`config.mk`:
```
export PLATFORM = sky130hd
export DESIGN_NAME = spi_bus_arbiter
export DESIGN_NICKNAME = d
export VERILOG_FILES = /design/src/rtl/spi_bus_pkg.sv /design/src/rtl/spi_starve_counter.sv /design/src/rtl/spi_bus_arbiter.sv
export SDC_FILE = /design/constraint.sdc
export NUM_CORES = 1
export LEC_CHECK = 0
export ABC_AREA = 0
export BUFFER_PORTS_ARGS = -buffer_cell sky130_fd_sc_hd__buf_4
export CORE_AREA = 3 3 72 74
export CTS_BUF_LIST = sky130_fd_sc_hd__clkbuf_2 sky130_fd_sc_hd__clkbuf_4 sky130_fd_sc_hd__clkbuf_8
export CTS_CLUSTER_SIZE = 24
export DETAILED_ROUTE_END_ITERATION = 16
export DIE_AREA = 0 0 75 77
export GPL_TIMING_DRIVEN = 0
export PLACE_DENSITY_LB_ADDON = 0.08
export RECOVER_POWER = 100
export SETUP_SLACK_MARGIN = 0.1
export SYNTH_ARGS = -nofsm -noshare
export SYNTH_HDL_FRONTEND = slang
export SYNTH_HIERARCHICAL = 1
export SYNTH_SLANG_ARGS = --single-unit
export TNS_END_PERCENT = 50
```
`constraint.sdc`:
```
create_clock -name clk -period 4.6 [get_ports clk]
set_clock_uncertainty 0.05 [all_clocks]
set_input_delay 0.92 -clock clk [delete_from_list [all_inputs] [get_ports clk]]
set_output_delay 0.92 -clock clk [all_outputs]
set_load 0.02 [all_outputs]
```
`src/rtl/spi_bus_pkg.sv`:
```
// Shared types and constants for the SPI bus arbiter slice.
package spi_bus_pkg;

  typedef enum logic [1:0] {
    ARB_IDLE,
    ARB_OWN_MEM,
    ARB_OWN_PERIPH,
    ARB_GAP
  } arb_state_t;

  localparam int unsigned SPI_NUM_PCS        = 6;
  localparam int unsigned SPI_GAP_DEFAULT    = 2;
  localparam int unsigned SPI_STARVE_DEFAULT = 64;
  localparam int unsigned SPI_GAP_W          = 4;
  localparam int unsigned SPI_STARVE_W       = 8;

endpackage

```
`src/rtl/spi_starve_counter.sv`:
```
// Saturating wait counter for the peripheral master; flag is high while saturated.
module spi_starve_counter
  import spi_bus_pkg::*;
#(
  parameter int unsigned LIMIT = SPI_STARVE_DEFAULT
) (
  input  logic clk,
  input  logic reset,
  input  logic inc,
  input  logic clr,
  output logic flag
);

  localparam logic [SPI_STARVE_W-1:0] LIMIT_V = SPI_STARVE_W'(LIMIT);

  logic [SPI_STARVE_W-1:0] count;

  // Clear has priority over increment so a grant edge always restarts the wait.
  always_ff @(posedge clk) begin
    if (reset) begin
      count <= '0;
    end else if (clr) begin
      count <= '0;
    end else if (inc && (count != LIMIT_V)) begin
      count <= count + SPI_STARVE_W'(1);
    end
  end

  assign flag = (count == LIMIT_V);

endmodule

```
`src/rtl/spi_bus_arbiter.sv`:
```
// Registered request/grant arbiter sharing one SPI bus between the memory
// controller and the peripheral engine, with a forced idle gap between owners.
module spi_bus_arbiter
  import spi_bus_pkg::*;
#(
  parameter int unsigned GAP_CYCLES   = SPI_GAP_DEFAULT,
  parameter int unsigned STARVE_LIMIT = SPI_STARVE_DEFAULT,
  parameter int unsigned NUM_PCS      = SPI_NUM_PCS,
  parameter logic        CPOL         = 1'b0
) (
  input  logic               clk,
  input  logic               reset,
  input  logic               mem_req,
  output logic               mem_gnt,
  input  logic               mem_sclk,
  input  logic               mem_mosi,
  input  logic               mem_cs_ram_n,
  input  logic               mem_cs_flash_n,
  input  logic               periph_req,
  output logic               periph_gnt,
  input  logic               periph_sclk,
  input  logic               periph_mosi,
  input  logic [NUM_PCS-1:0] periph_cs_n,
  output logic               spi_sclk,
  output logic               spi_mosi,
  output logic               spi_cs_ram_n,
  output logic               spi_cs_flash_n,
  output logic [NUM_PCS-1:0] spi_periph_cs_n,
  output logic               bus_busy,
  output logic               starve_flag
);

  localparam logic [SPI_GAP_W-1:0] GAP_LOAD = SPI_GAP_W'(GAP_CYCLES - 1);

  arb_state_t           state;
  logic [SPI_GAP_W-1:0] gap_cnt;
  logic                 mem_win;
  logic                 periph_win;

  // Mem is preferred unless the peripheral has waited long enough to be starving.
  assign mem_win    = (state == ARB_IDLE) && mem_req && !(periph_req && starve_flag);
  assign periph_win = (state == ARB_IDLE) && periph_req && !mem_win;

  always_ff @(posedge clk) begin
    if (reset) begin
      state      <= ARB_IDLE;
      mem_gnt    <= 1'b0;
      periph_gnt <= 1'b0;
      gap_cnt    <= '0;
    end else begin
      case (state)
        ARB_IDLE: begin
          if (mem_win) begin
            state   <= ARB_OWN_MEM;
            mem_gnt <= 1'b1;
          end else if (periph_win) begin
            state      <= ARB_OWN_PERIPH;
            periph_gnt <= 1'b1;
          end
        end
        ARB_OWN_MEM: begin
          if (!mem_req) begin
            state   <= ARB_GAP;
            mem_gnt <= 1'b0;
            gap_cnt <= GAP_LOAD;
          end
        end
        ARB_OWN_PERIPH: begin
          if (!periph_req) begin
            state      <= ARB_GAP;
            periph_gnt <= 1'b0;
            gap_cnt    <= GAP_LOAD;
          end
        end
        ARB_GAP: begin
          if (gap_cnt == '0) begin
            state <= ARB_IDLE;
          end else begin
            gap_cnt <= gap_cnt - SPI_GAP_W'(1);
          end
        end
        default: begin
          state <= ARB_IDLE;
        end
      endcase
    end
  end

  spi_starve_counter #(
    .LIMIT (STARVE_LIMIT)
  ) u_starve (
    .clk   (clk),
    .reset (reset),
    .inc   (periph_req && !periph_gnt),
    .clr   (!periph_req || periph_win),
    .flag  (starve_flag)
  );

  // Bus mux: only the registered owner reaches the pins; everyone else is masked idle.
  always_comb begin
    spi_sclk        = CPOL;
    spi_mosi        = 1'b0;
    spi_cs_ram_n    = 1'b1;
    spi_cs_flash_n  = 1'b1;
    spi_periph_cs_n = '1;
    case (state)
      ARB_OWN_MEM: begin
        spi_sclk       = mem_sclk;
        spi_mosi       = mem_mosi;
        spi_cs_ram_n   = mem_cs_ram_n;
        spi_cs_flash_n = mem_cs_flash_n;
      end
      ARB_OWN_PERIPH: begin
        spi_sclk        = periph_sclk;
        spi_mosi        = periph_mosi;
        spi_periph_cs_n = periph_cs_n;
      end
      default: begin
      end
    endcase
  end

  assign bus_busy = (state != ARB_IDLE);

endmodule

```
==> flow_metrics.tcl, run 1 <==
set metrics [dict create \
    required_ps 3630 \
    finalPower_mw 0.591 \
    timing.rr.end "u_starve/count[6]$_SDFFE_PP0P_" \
    synth_compound_area_frac 0.211 \
    antenna_found_initial 0 \
    critPathMaxFanout 10 \
    instances_no_fill 216 \
    post_cts_buffers 0 \
    yosysTopAreaCell "dfxtp_1" \
    finalCritPeriodShare 0.611 \
    finalHoldViolations 0 \
    synth.area.top_cells "dfxtp_1 30%, ha_1 11%, nand2b_1 5.9%" \
    cts_resized 0 \
    io_pins 30 \
    dr.pass1.iters 4 \
    fmax_ghz 0.356 \
    synth_common_cells "16 x dfxtp_1, 12 x nor2_1, 10 x nand2_1, 10 x nand2b_1" \
    synth_top_area_frac 0.302 \
    post-route-drc-count 0 \
    drt_wl_total_um 2620 \
    post-synth-top-count-cell "dfxtp_1" \
    rsz0062_at_grt "false" \
    finalCriticalPeriod_ps 2810 \
    crit_type "flip-flop to output port" \
    met1_usage 0.126 \
    met2_usage 0.147 \
    drtIter0Drc 29 \
    clkTransAtPathRegs_ps 70 \
    die_h_um 77 \
    outcome "finished, final reports clean" \
    grt_max_degree 11 \
    cts_made_buffers 3 \
    num_vias 1013 \
    core_area_sq_um 4660 \
    core.rowCount 25 \
    ys_types 38 \
    cts_tree "yes" \
    synth_mux_area_frac 0.0283 \
    clk_latency_ps 250 \
    rr_worst_depth 10 \
    synth-adder-area-share 0.106 \
    r2r_slack_ps 2460 \
    port_buffers 29 \
    viasPerCell 4.69 \
    cts_buffer_depth 2 \
    h-tree-depth 1 \
    nets 188 \
    yosysSeqAreaShare 0.302 \
    grt_overflow_total 0 \
    async_reset_ff_frac 0 \
    max_cap_violations 0 \
    ir_drop_mv 0.190 \
    whs_endpoint "mem_gnt$_SDFFE_PP0P_" \
    cp.arrival_ps 1840 \
    ys_seq_elements 16 \
    grt.total_usage 0.0953 \
    diodes 0 \
    p_per_area_nw_per_um2 444 \
    syn_nets 154 \
    hold_start "mem_gnt$_SDFFE_PP0P_" \
    final_antenna_net_count 0 \
    grt_pass1_vias 966 \
    hold_class "flip-flop to flip-flop" \
    utilization 0.286 \
    worst_slew_pin_slew_ps 483 \
    cts.sinks 16 \
    synth_cells 129 \
    worstSetupStartpointType "flip-flop" \
    grt_use_met3 0.0315 \
    die_x_um 75 \
    synth-simple-area-share 0.286 \
    r2r_start "u_starve/count[0]$_SDFFE_PP0P_" \
    dp_cells 212 \
    setup_violations 0 \
    dp_hpwl_um 2100 \
    end_kind "output port" \
    hold_buffers 0 \
    synth_area_sq_um 1060 \
    power.leakage_nw 0.479 \
    cts_root_buffer "clkbuf_8" \
    ys.warnings.count 6 \
    start_util 0.228 \
    synthXorXnorAreaFrac 0.0165 \
    slew_viol_final 0 \
    drive_gt1_frac 0.142 \
    grt_first_pass_wirelength_um 4390 \
    area_delta_synth_final_pct 25.4 \
    busiest_layer "met2" \
    hold_depth 2 \
    ys.flop_type "dfxtp_1" \
    setup_tns_ps 0 \
    synth_edf_count 0 \
    synth_top_family_by_area "simple AND/OR/NAND/NOR gates" \
    wl_per_cell_um 12.1 \
    fp.dieArea_sq_um 5780 \
    syn_area_per_cell_sq_um 8.23 \
    gp_congestion 0.663 \
    slew_headroom 0.676 \
]
metal layers:
metal  vias up  wire, um
li1        527         -
met1       462      1280
met2        22      1210
met3         2       118
met4         0        12
met5         -         0
through the flow:
stage	setup WS (ps)	hold WS, ps	cell area (sq um)
floorplan	2250	413	1060
global placement	2200	447	1350
detailed placement	2170	444	1350
CTS	1870	465	1400
global route	1640	488	1330
finish	1790	453	1330
worst max-delay path by stage:
stage,start,end,cells past startpoint
6_report,state[0]$_SDFFE_PP0P_,spi_mosi,6
5_1_grt,state[0]$_SDFFE_PP0P_,spi_mosi,6
4_1_cts,state[0]$_SDFFE_PP0P_,spi_mosi,6
3_5_place_dp,state[0]$_SDFFE_PP0P_,spi_mosi,6
3_3_place_gp,state[0]$_SDFFE_PP0P_,spi_sclk,6
2_1_floorplan,u_starve/count[0]$_SDFFE_PP0P_,starve_flag,4
sequential cells by signal, indices dropped and copies added, names as in the netlist:
signal / flops
gap_cnt: 4
mem_gnt: 1
periph_gnt: 1
state: 2
u_starve/count: 8
kinds of logic after synthesis:
group,after synthesis
muxes,3
buffers and inverters,14
xor gates and xnor gates,2
AOI/OAI and AO/OA,31
adders and majority gates,9
DFF,16
and+or+nand+nor,54
where the power goes:
part / switching (mW) / internal (mW)
Combinational: 0.176 / 0.110
Clock: 0.0514 / 0.0760
Sequential: 0.0202 / 0.159
critical path: stages (launching register included):
cell and delay (ps):
dfxtp_1 340, inv_1 110, ha_1 190, clkbuf_1 370, a22oi_1 170, nor2b_1 150
clkbuf_1 260
placed cells by master, fill, tap and decap left out, types with 2 or more instances in the layout:
cell type  Yosys  routed
dfxtp_1       16      16
mux2i_1        3       3
o21ai_0        7       7
nand2b_1      10      10
clkbuf_8       0       4
a22oi_1        3       3
nor2b_1        4       4
buf_4          0      15
a311oi_1       3       3
xor2_1         2       2
nand2_1       10      10
inv_1          9       9
nand4_1        5       5
nor2_1        12      12
a21oi_1        8       8
clkbuf_1       2      17
ha_1           9       9
nand3_2        2       2
or3_1          2       2
cell type report:
type | count | area [sq um]
inverter | 9 | 33.8
multi-input combinational | 99 | 671
tap | 54 | 67.6
sequential | 16 | 320
fill | 513 | 3330
clock buffer | 4 | 55.1
buffer | 5 | 20.0
timing repair buffer | 29 | 165
No activity file was read; power rests on OpenSTA's default activity.
==> run 2, diff against run 1 <==
clock period = 2.45 ns   (was 4.6 ns; I/O delays follow)
==> run 2 against run 1 <==
Net effect:
- global-route usage unchanged
- clock power rose by 88%
- sequential share of layout area down 0.090 points
- register-to-register slack worse by 2200 ps
- critical path depth is the same
- non-clock buffer count stayed put
- combinational power rose by 89%
- first-iteration DRC count is 10% higher
- sequential power increased by 88%
- final cell count unchanged
- critical endpoint unchanged
- largest cell class unchanged
- largest power group unchanged
==> flow_metrics.tcl, run 2 (same netlist as run 1, synthesis figures left out) <==
set metrics [dict create \
    ir_drop_mv 0.357 \
    cts_tree "yes" \
    power.leakage_nw 0.485 \
    mostFrequentLayoutCells "16 x dfxtp_1, 16 x buf_4, 15 x clkbuf_1" \
    crit_type "flip-flop to output port" \
    max_cap_violations 0 \
    critPathMaxFanout 10 \
    setup_tns_ps 0 \
    fmax_ghz 0.456 \
    stdcell_area_sq_um 1340 \
    post_dp_cell_area_sq_um 1350 \
    dr.pass1.iters 4 \
    finalHoldViolations 0 \
    slowest_stage "dfxtp_1" \
    port_buffers 29 \
    hold_class "flip-flop to flip-flop" \
    grt.total_usage 0.0953 \
    clkTransAtPathRegs_ps 70 \
    post_cts_buffers 0 \
    rsz0062_at_grt "false" \
    setup_violations 0 \
    cts_resized 0 \
    cts_root_buffer "clkbuf_8" \
    h-tree-depth 1 \
    area_delta_synth_final_pct 25.9 \
    drive_gt1_frac 0.154 \
    crit_chain "inv_1 -> ha_1 -> clkbuf_2 -> a22oi_1 -> nor2b_1 -> clkbuf_1" \
    dp_hpwl_um 2100 \
    end_kind "output port" \
    grt_first_pass_wirelength_um 4390 \
    reg.largest.list "u_starve/count: 8 flops, gap_cnt: 4 flops, state: 2 flops" \
    start_util 0.228 \
    viasPerCell 4.69 \
    drtIter0Drc 32 \
    regMostFlops "u_starve/count" \
    path_delay_family "buffers and inverters" \
    drt_wl_total_um 2620 \
    crit_buf_inv 3 \
    cts_buffer_depth 2 \
    diodes 0 \
    slew_viol_final 0 \
    max_stage_delay_ps 340 \
    post-route-drc-count 0 \
    largest_reg_flops 8 \
    cts.sinks 16 \
    worstSetupStartpointType "flip-flop" \
    fp.dieArea_sq_um 5780 \
    core.rowCount 25 \
    cp.arrival_ps 1650 \
    required_ps 1910 \
    gp_congestion 0.663 \
    grt_overflow_total 0 \
    die_x_um 75 \
    cts_made_buffers 3 \
    hold_buffers 0 \
    finalCritPeriodShare 0.896 \
    die_h_um 77 \
    slew_headroom 0.676 \
    wl_per_cell_um 12.1 \
    worst_slew_pin_slew_ps 483 \
    grt_max_degree 11 \
    io_pins 30 \
    clk_latency_ps 250 \
    grt_pass1_vias 966 \
    num_vias 1013 \
    core_area_sq_um 4660 \
    p_per_area_nw_per_um2 833 \
    antenna_found_initial 0 \
    final_antenna_net_count 0 \
    outcome "finished, final reports clean" \
    finalCriticalPeriod_ps 2190 \
    nets 188 \
]
[run 2: per-layer routing]
| layer | track usage | vias to the layer above | part of all wire |
|---|---|---|---|
| li1 | - | 527 | - |
| met1 | 0.126 | 462 | 0.49 |
| met2 | 0.147 | 22 | 0.46 |
| met3 | 0.0315 | 2 | 0.045 |
| met4 | 0.0231 | 0 | 0.0046 |
| met5 | 0 | - | 0 |
[run 2: power by group]
| group | total (mW) | internal, mW | switching [mW] |
|---|---|---|---|
| clock | 0.239 | 0.143 | 0.0964 |
| combinational | 0.540 | 0.210 | 0.330 |
| sequential | 0.336 | 0.298 | 0.0380 |
[run 2: final cells by class]
cell class	instances	area (sq um)
Clock buffer	4	55.1
Sequential cell	16	320
Inverter	9	33.8
Buffer	5	21.3
Timing Repair Buffer	29	169
Fill cell	513	3320
Multi-Input combinational cell	99	671
Tap cell	54	67.6
[run 2: final timing paths]
check / startpoint / to / slack, ps / cells past startpoint
max: state[0]$_SDFFE_PP0P_ / spi_mosi / 260 / 6
min reg2reg: mem_gnt$_SDFFE_PP0P_ / mem_gnt$_SDFFE_PP0P_ / 450 / 2
max reg2reg: u_starve/count[0]$_SDFFE_PP0P_ / u_starve/count[6]$_SDFFE_PP0P_ / 310 / 10
min: mem_gnt$_SDFFE_PP0P_ / mem_gnt$_SDFFE_PP0P_ / 450 / 2
[run 2: per-stage QoR]
stage	power (mW)	hold WS [ps]	cells	setup WS (ps)	utilization
3_5_place_dp	0.954	444	212	280	0.289
4_1_cts	1.20	465	216	152	0.301
2_1_floorplan	0.754	413	129	125	-
3_3_place_gp	0.948	447	212	277	0.289
6_report	1.11	454	216	256	0.287
5_1_grt	1.21	488	216	119	0.287
[run 2: tightest hold or removal path, stage by stage, from the launching register on]
cell and delay, ps:
dfxtp_1 330, a2bb2oi_1 60, nor2_1 80
==> run 3, diff against run 2 <==
CAP_MARGIN = 10   (was default)
RECOVER_POWER = default   (was 100)
SETUP_SLACK_MARGIN = default   (was 0.1)
==> run 3 against run 2 <==
Net effect:
- utilization rose by 1.4 points
- critical path depth unchanged
- maximum frequency down 3.9%
- via count about the same
- die area did not move
- sequential power about the same
- final cell count stayed put
- design area grew 4.9%
- sequential share of layout area down 1.1 points
- worst setup slack worse by 90 ps
- non-clock buffer count unchanged
- critical path type unchanged
- critical endpoint unchanged
- largest cell class unchanged
- highest routed layer unchanged
==> flow_metrics.tcl, run 3 (same netlist as run 1, synthesis figures left out) <==
set metrics [dict create \
    outcome "finished, final reports clean" \
    max_stage_delay_ps 370 \
    area_delta_synth_final_pct 32.0 \
    antenna_found_initial 0 \
    dpl_worst_slack_ps 280 \
    setup_violations 0 \
    die_h_um 77 \
    cts_tree "yes" \
    grt_first_pass_wirelength_um 4390 \
    dr.pass1.iters 4 \
    viasPerCell 4.69 \
    stdcell_area_sq_um 1400 \
    hold_class "flip-flop to flip-flop" \
    cp.arrival_ps 1740 \
    cts_buffer_depth 2 \
    grt_use_met3 0.0315 \
    finalCriticalPeriod_ps 2280 \
    finalCritPeriodShare 0.932 \
    rsz0062_at_grt "false" \
    gp_congestion 0.663 \
    io_pins 30 \
    regMostFlops "u_starve/count" \
    met2_usage 0.147 \
    hold_start "gap_cnt[3]$_SDFFE_PP0P_" \
    slew_headroom 0.676 \
    grt.total_usage 0.0953 \
    timing.rr.end "u_starve/count[6]$_SDFFE_PP0P_" \
    finalHoldViolations 0 \
    final_antenna_net_count 0 \
    hold_buffers 0 \
    fmax_ghz 0.438 \
    core_area_sq_um 4660 \
    drtIter0Drc 38 \
    grt_max_degree 11 \
    drt_wl_total_um 2620 \
    pwr-share-seq 0.285 \
    required_ps 1910 \
    port_buffers 29 \
    clkTransAtPathRegs_ps 70 \
    slowest_stage "clkbuf_1" \
    grt_pass1_vias 966 \
    wl_per_cell_um 12.1 \
    r2r_start "u_starve/count[0]$_SDFFE_PP0P_" \
    p_per_area_nw_per_um2 841 \
    post_dp_cell_area_sq_um 1350 \
    switching_share 0.407 \
    power.leakage_nw 0.531 \
    nets 188 \
    crit_type "flip-flop to output port" \
    worstSetupStartpointType "flip-flop" \
    rr_worst_depth 10 \
    largest_reg_flops 8 \
    crit_chain "inv_1 -> ha_1 -> clkbuf_1 -> a22oi_1 -> nor2b_1 -> buf_4" \
    final_common_cell "buf_4" \
    post_cts_buffers 0 \
    cts_root_buffer "clkbuf_8" \
    dp_hpwl_um 2100 \
    power.share.clock 0.203 \
    diodes 0 \
    cts_made_buffers 3 \
    grt_overflow_total 0 \
    power.switching_mw 0.480 \
    setup_tns_ps 0 \
    r2r_slack_ps 280 \
    worst_slew_pin_slew_ps 483 \
    clk_latency_ps 250 \
    core.rowCount 25 \
    layout_setup_ws_ps 166 \
    drive_gt1_frac 0.235 \
    cts.sinks 16 \
    reg.largest.list "u_starve/count: 8 flops, gap_cnt: 4 flops, state: 2 flops" \
    combPwrFrac 0.512 \
    fp.dieArea_sq_um 5780 \
    critPathMaxFanout 10 \
    max_cap_violations 0 \
    start_util 0.228 \
    cts_resized 0 \
    ir_drop_mv 0.378 \
    busiest_layer "met2" \
    mostFrequentLayoutCells "29 x buf_4, 16 x dfxtp_1, 12 x nor2_1" \
    slew_viol_final 0 \
    end_kind "output port" \
    die_x_um 75 \
    h-tree-depth 1 \
    met1_usage 0.126 \
    p_int_mw 0.700 \
    whs_endpoint "gap_cnt[3]$_SDFFE_PP0P_" \
    hold_depth 2 \
    num_vias 1014 \
    post-route-drc-count 0 \
    nFillCells 508 \
]
[run 3: layer usage]
layer | share of wire | vias up
met5 | 0 | -
met4 | 0.0046 | 0
met3 | 0.040 | 2
met2 | 0.47 | 18
met1 | 0.49 | 468
li1 | - | 526
[run 3: metrics by stage]
step	hold slack [ps]	power, mW	utilization	instances
floorplan	413	0.754	-	129
global placement	447	0.948	0.289	212
detailed placement	444	0.954	0.289	212
CTS	465	1.20	0.301	216
global route	488	1.28	0.301	216
finish	457	1.18	0.301	216
[run 3: how the worst max path moves through the flow]
stage	start	to	slack, ps
global placement	u_starve/count[0]$_SDFFE_PP0P_	u_starve/count[3]$_SDFFE_PP0P_	280
global route	state[0]$_SDFFE_PP0P_	spi_sclk	20
detailed placement	u_starve/count[0]$_SDFFE_PP0P_	u_starve/count[3]$_SDFFE_PP0P_	280
CTS	state[0]$_SDFFE_PP0P_	spi_mosi	150
finish	state[0]$_SDFFE_PP0P_	spi_mosi	170
floorplan	u_starve/count[0]$_SDFFE_PP0P_	u_starve/count[3]$_SDFFE_PP0P_	120
[run 3: worst max-delay path, delay by kind of cell (launching register included)]
family          cells  cell delay [ps]
compound gates      1              170
fa+ha+maj           1              190
buf+inv             3              640
flops               1              340
simple gates        1              150
[run 3: power groups by stage]
stage / combinational [mW] / clock, mW / sequential (mW)
final: 0.604 / 0.239 / 0.337
after global routing: 0.673 / 0.260 / 0.342
after CTS: 0.614 / 0.250 / 0.336
after detailed placement: 0.612 / 0 / 0.342
after global placement: 0.605 / 0 / 0.343
after floorplan: 0.406 / 0 / 0.348
[run 3: layout make-up]
class	count	area, sq um	share of cell area
Buffer	5	20.0	0.0143
Inverter	9	33.8	0.0241
Sequential cell	16	320	0.228
Multi-Input combinational cell	99	688	0.491
Clock buffer	4	55.1	0.0393
Tap cell	54	67.6	0.0482
Timing Repair Buffer	29	218	0.155
